### src/rtl/key_debounce.sv
// Five-channel pushbutton debouncer: 2-flop sync, per-channel FSM, press/release pulses.
// Define KEY_REPEAT_EN to enable auto-repeat presses on up (bit0) and down (bit1).
module key_debounce #(
  parameter int DEBOUNCE_CYCLES = 1000000,
  parameter int REPEAT_DELAY    = 50000000,
  parameter int REPEAT_PERIOD   = 20000000
) (
  input  logic       clk,
  input  logic       rst_n,
  input  logic [4:0] btn_raw,
  output logic [4:0] btn_level,
  output logic [4:0] btn_press,
  output logic [4:0] btn_release
);

  localparam int MAX_AB = (DEBOUNCE_CYCLES > REPEAT_DELAY) ?
                          DEBOUNCE_CYCLES : REPEAT_DELAY;
  localparam int MAXV   = (MAX_AB > REPEAT_PERIOD) ?
                          MAX_AB : REPEAT_PERIOD;
  localparam int CW     = $clog2(MAXV + 1);

  localparam logic [CW-1:0] CNT_MAX = CW'(MAXV);
  localparam logic [CW-1:0] DB_LAST = CW'(DEBOUNCE_CYCLES - 1);

`ifdef KEY_REPEAT_EN
  localparam logic [CW-1:0] RD_LAST  = CW'(REPEAT_DELAY - 1);
  localparam logic [CW-1:0] RP_LAST  = CW'(REPEAT_PERIOD - 1);
  localparam logic [4:0]    REP_MASK = 5'b00011;
`endif

  typedef enum logic [1:0] {
    IDLE,
    PRESS_CHK,
    HELD,
    REL_CHK
  } st_e;

  logic [4:0]    sync1_q;
  logic [4:0]    sync2_q;
  st_e           state_q [5];
  st_e           state_d [5];
  logic [CW-1:0] cnt_q   [5];
  logic [CW-1:0] cnt_d   [5];
  logic [4:0]    press_q;
  logic [4:0]    press_d;
  logic [4:0]    rel_q;
  logic [4:0]    rel_d;

`ifdef KEY_REPEAT_EN
  // Set once the initial repeat delay has elapsed; then the period applies.
  logic [4:0]    rep_q;
  logic [4:0]    rep_d;
`endif

  function automatic logic [CW-1:0] sat_inc(input logic [CW-1:0] v);
    return (v == CNT_MAX) ? v : v + CW'(1);
  endfunction

  always_comb begin
`ifdef KEY_REPEAT_EN
    rep_d = rep_q;
`endif
    for (int i = 0; i < 5; i++) begin
      state_d[i] = state_q[i];
      cnt_d[i]   = cnt_q[i];
      press_d[i] = 1'b0;
      rel_d[i]   = 1'b0;
      unique case (state_q[i])
        IDLE: begin
          if (sync2_q[i]) begin
            state_d[i] = PRESS_CHK;
            cnt_d[i]   = '0;
          end
        end
        PRESS_CHK: begin
          if (!sync2_q[i]) begin
            state_d[i] = IDLE;
            cnt_d[i]   = '0;
          end else if (cnt_q[i] == DB_LAST) begin
            state_d[i] = HELD;
            cnt_d[i]   = '0;
            press_d[i] = 1'b1;
`ifdef KEY_REPEAT_EN
            rep_d[i]   = 1'b0;
`endif
          end else begin
            cnt_d[i] = sat_inc(cnt_q[i]);
          end
        end
        HELD: begin
          if (!sync2_q[i]) begin
            state_d[i] = REL_CHK;
            cnt_d[i]   = '0;
          end
`ifdef KEY_REPEAT_EN
          else if (REP_MASK[i]) begin
            if (cnt_q[i] == (rep_q[i] ? RP_LAST : RD_LAST)) begin
              press_d[i] = 1'b1;
              cnt_d[i]   = '0;
              rep_d[i]   = 1'b1;
            end else begin
              cnt_d[i] = sat_inc(cnt_q[i]);
            end
          end
`endif
        end
        REL_CHK: begin
          if (sync2_q[i]) begin
            state_d[i] = HELD;
            cnt_d[i]   = '0;
`ifdef KEY_REPEAT_EN
            rep_d[i]   = 1'b0;
`endif
          end else if (cnt_q[i] == DB_LAST) begin
            state_d[i] = IDLE;
            cnt_d[i]   = '0;
            rel_d[i]   = 1'b1;
          end else begin
            cnt_d[i] = sat_inc(cnt_q[i]);
          end
        end
        default: begin
          state_d[i] = IDLE;
          cnt_d[i]   = '0;
        end
      endcase
    end
  end

  always_ff @(posedge clk) begin
    if (!rst_n) begin
      sync1_q <= '0;
      sync2_q <= '0;
      press_q <= '0;
      rel_q   <= '0;
`ifdef KEY_REPEAT_EN
      rep_q   <= '0;
`endif
      for (int i = 0; i < 5; i++) begin
        state_q[i] <= IDLE;
        cnt_q[i]   <= '0;
      end
    end else begin
      sync1_q <= btn_raw;
      sync2_q <= sync1_q;
      press_q <= press_d;
      rel_q   <= rel_d;
`ifdef KEY_REPEAT_EN
      rep_q   <= rep_d;
`endif
      for (int i = 0; i < 5; i++) begin
        state_q[i] <= state_d[i];
        cnt_q[i]   <= cnt_d[i];
      end
    end
  end

  always_comb begin
    btn_level = '0;
    for (int i = 0; i < 5; i++) begin
      btn_level[i] = (state_q[i] == HELD) ||
                     (state_q[i] == REL_CHK);
    end
  end

  assign btn_press   = press_q;
  assign btn_release = rel_q;

endmodule

### config.mk
export PLATFORM = sky130hd
export DESIGN_NAME = key_debounce
export DESIGN_NICKNAME = d
export VERILOG_FILES = /design/src/rtl/key_debounce.sv
export SDC_FILE = /design/constraint.sdc
export NUM_CORES = 1
export LEC_CHECK = 0
export BUFFER_PORTS_ARGS = -buffer_cell sky130_fd_sc_hd__buf_2
export CORE_MARGIN = 5
export CORE_UTILIZATION = 68
export DETAILED_ROUTE_END_ITERATION = 8
export GPL_ROUTABILITY_DRIVEN = 1
export PLACE_DENSITY = 0.86
export SLEW_MARGIN = 20
export SYNTH_ARGS = -nofsm -noshare
export SYNTH_HDL_FRONTEND = slang
export SYNTH_SLANG_ARGS = --single-unit
### constraint.sdc
create_clock -name clk -period 4.8 [get_ports clk]
set_input_delay 0.48 -clock clk [delete_from_list [all_inputs] [get_ports clk]]
set_output_delay 0.48 -clock clk [all_outputs]
set_load 0.005 [all_outputs]
==> summary.md <==
| Metric | Value |
|---|---|
| Outcome | `finished, final reports clean` |
| Post-Place Worst Slack | `2.18 ns` |
| Top FF cell, synth | `dfxtp_1` |
| Setup_tns | `0 ns` |
| Vias in the first global route | `7683` |
| Slew @ Worst Pin | `1.10 ns` |
| Max Fclk | `385 MHz` |
| First-pass GRT wire length | `35.5 mm` |
| Antenna violation net count after detailed routing | `0` |
| Wire per inst | `17.2 um` |
| Final clock skew | `0.00980 ns` |
| CTS max path bufs | `2` |
| Psw | `616 uW` |
| Clock share of power | `49.2%` |
| Finish-stage setup viols | `0` |
| Crit path time final | `2.60 ns` |
| CTS sink count | `160` |
| Largest net degree at the start of global routing | `54` |
| Highest routed layer | `met4` |
| Pwr Total | `2.82 mW` |
| Vias | `8565` |
| EDFF count, synth | `0` |
| Asr flop ratio synth | `0%` |
| Worst setup margin | `2.20 ns` |
| Row count | `41` |
| Post-CTS Resized | `0` |
| Maximum capacitance violations | `0` |
| Initial cell density of the core | `69.3%` |
| Switching share of total power | `21.8%` |
| Die X | `123 um` |
| Syn Inst Count | `1082` |
| Combinational fraction of design power | `3.3%` |
| Syn_nets | `1099` |
| Hold slack | `0.256 ns` |
| Slew headroom | `26.0%` |
| Sequential cell fraction of total power | `47.6%` |
| Crit path kind | `reg -> reg` |
| Fin crit share | `54.1%` |
| Post-CTS Setup Inserts | `0` |
| Grt ovf | `0` |
| Leak | `2.92 nW` |
| Wire length on met1 | `9.40 mm` |
| Hold crit path type | `in -> reg` |
| Max-slew violation count | `0` |
| Yosys cell types | `69` |
| Final GP Congestion | `0.918` |
| Core Box Area | `12600 um^2` |
| P_int | `2.21 mW` |
| Proportion of layout cells with a drive suffix above 1 | `8.88%` |
| # DRC | `0` |
| Final Non-Filler Cells | `1231` |
| WL met3 | `1.42 mm` |
| Endpoint class of the critical path | `register` |
| CTS tree | `done` |
| Synthesized area | `8710 um^2` |
| Clk slew on worst S/H paths | `0.06 ns` |
| NumNets Final | `1065` |
| Tot GR Track Use | `28.4%` |
| CP Max Fanout | `18` |
| Cts bufs inserted | `17` |
| H-Tree Depth | `4` |
| Critical Path AT | `2.92 ns` |
| IO buf count | `21` |
| Sequential area share after synthesis | `36.8%` |
| Met2 routed WL | `9.83 mm` |
| Ant diodes | `0` |
| Routed Wire Length | `21.2 mm` |
| YS warnings | `0` |
| RSZ-0062 raised after global routing | `no` |
| 1st-pass router iterations | `5` |
| Final Hold Fails | `0` |
| Final HPWL DP | `13.5 mm` |
| Area Overhead vs Synth | `7.87%` |
| Power Dens Cells | `301 nW/um^2` |
| Initial antenna violation count | `0` |
| Die Y | `123 um` |
| Crit path launch type | `register` |
| CTS Hold Buffers Added | `0` |
| Clk Latency, worst-skew pair | `0.44 ns` |
| DIE AREA | `15200 um^2` |
| Cell total after placement | `1201` |
| Worst EP required | `5.13 ns` |
| Yosys reg bits | `160` |
| Avg Cell Area, Syn | `8.05 um^2` |
| Drt initial violations | `1048` |
| Peak supply drop | `311 uV` |
| DR vias/cell | `6.96` |
| Root Driver | `clkbuf_16` |
| Fillers | `928` |
| I/O pins | `22` |
[path summary, 6_finish.rpt]
kind,cells after the start,start,slack (ns),endpoint
hold reg to reg,1,sync1_q[2]$_SDFF_PN0_,0.43,sync2_q[2]$_SDFF_PN0_
setup / recovery,5,cnt_q[0][113]$_SDFFE_PN0P_,2.20,cnt_q[0][104]$_SDFFE_PN0P_
hold / removal,2,btn_raw[2],0.26,sync1_q[2]$_SDFF_PN0_
setup reg to reg,5,cnt_q[0][113]$_SDFFE_PN0P_,2.20,cnt_q[0][104]$_SDFFE_PN0P_
[kinds of logic after synthesis]
group                      Yosys count  share of synthesized area (%)
and+or+nand+nor                    488                           31.3
AOI/OAI and AO/OA                  292                           23.7
xor gates and xnor gates             9                          0.905
buffers and inverters              118                           5.34
DFF                                160                           36.8
muxes                                5                          0.575
adders and majority gates           10                           1.44
[power by group through the flow]
stage | sequential (mW) | clock [mW] | combinational [mW]
floorplan | 1.37 | 0 | 0.0661
global placement | 1.37 | 0 | 0.0895
detailed placement | 1.37 | 0 | 0.0906
CTS | 1.34 | 1.40 | 0.0910
global route | 1.34 | 1.46 | 0.101
finish | 1.34 | 1.39 | 0.0920
[cell type report]
type	instances	area [um^2]	area share, %
Multi-Input combinational cell	804	5070	54.0
Sequential cell	160	3200	34.1
Clock buffer	20	467	4.97
Tap cell	172	215	2.29
Timing Repair Buffer	30	173	1.84
Clock inverter	10	136	1.45
Inverter	35	131	1.40
[metal layers]
layer / vias to the layer above / GRT usage, %
met5: - / 0
met2: 403 / 45.5
met3: 73 / 5.99
met4: 0 / 11.2
met1: 3983 / 37.5
li1: 4106 / -
[through the flow]
step,instance area [um^2],utilization [%]
after floorplan,8710,-
after global placement,8780,69.9
after detailed placement,8780,69.9
after CTS,9390,74.7
after global routing,9400,74.8
final,9400,74.8
[cell usage in the layout (no fill, tap or decap), drive strengths merged, types with 18 or more instances in the layout]
cell type and n:
nor3 30, clkbuf 20, and3 24, or3 18, o21ai 34, nor4 28
and2 20, a41oi 21, nand3 61, a311oi 35, a21oi 72, a31oi 29
nor2 46, nand4 47, dfxtp 160, nand2 122, inv 35, buf 30
[state kept, by name (all words and copies together) (netlist names), named ones only]
name         flops
btn_press        5
sync1_q          5
btn_release      5
sync2_q          5
cnt_q          130
state_q          5
[synth_stat cells (6+ instances only)]
cell	number	share of area, %
xor2_1	6	0.60
clkbuf_1	71	3.1
nand2b_1	9	0.65
o211ai_1	9	0.78
nor2_1	46	2.0
ha_1	10	1.4
nor3b_1	13	1.1
o32ai_1	7	0.70
o21ai_0	34	2.0
o211a_1	12	1.4
nand3_1	61	3.5
nor4_1	24	1.7
a21oi_1	72	4.1
and3_1	24	1.7
o22ai_1	8	0.57
inv_1	35	1.5
dfxtp_1	160	37
nor3_1	28	1.6
and4_1	17	1.7
a211oi_1	17	1.5
nor4b_1	13	1.3
a21o_1	6	0.52
nand4_1	47	3.4
a31oi_1	29	2.1
nand2_1	121	5.2
nand4b_1	9	0.91
and2_1	19	1.4
or3_1	16	1.1
or4_1	11	0.95
a311oi_1	35	3.5
a41oi_1	21	2.1
[critical path, stage by stage (launching register included)]
cell and delay [ns]:
dfxtp_1 0.48, or4b_1 0.48, nor4_2 0.47, a21o_1 0.57, o21ai_0 0.25, o211a_1 0.24
(Power assumes the default switching activity.)
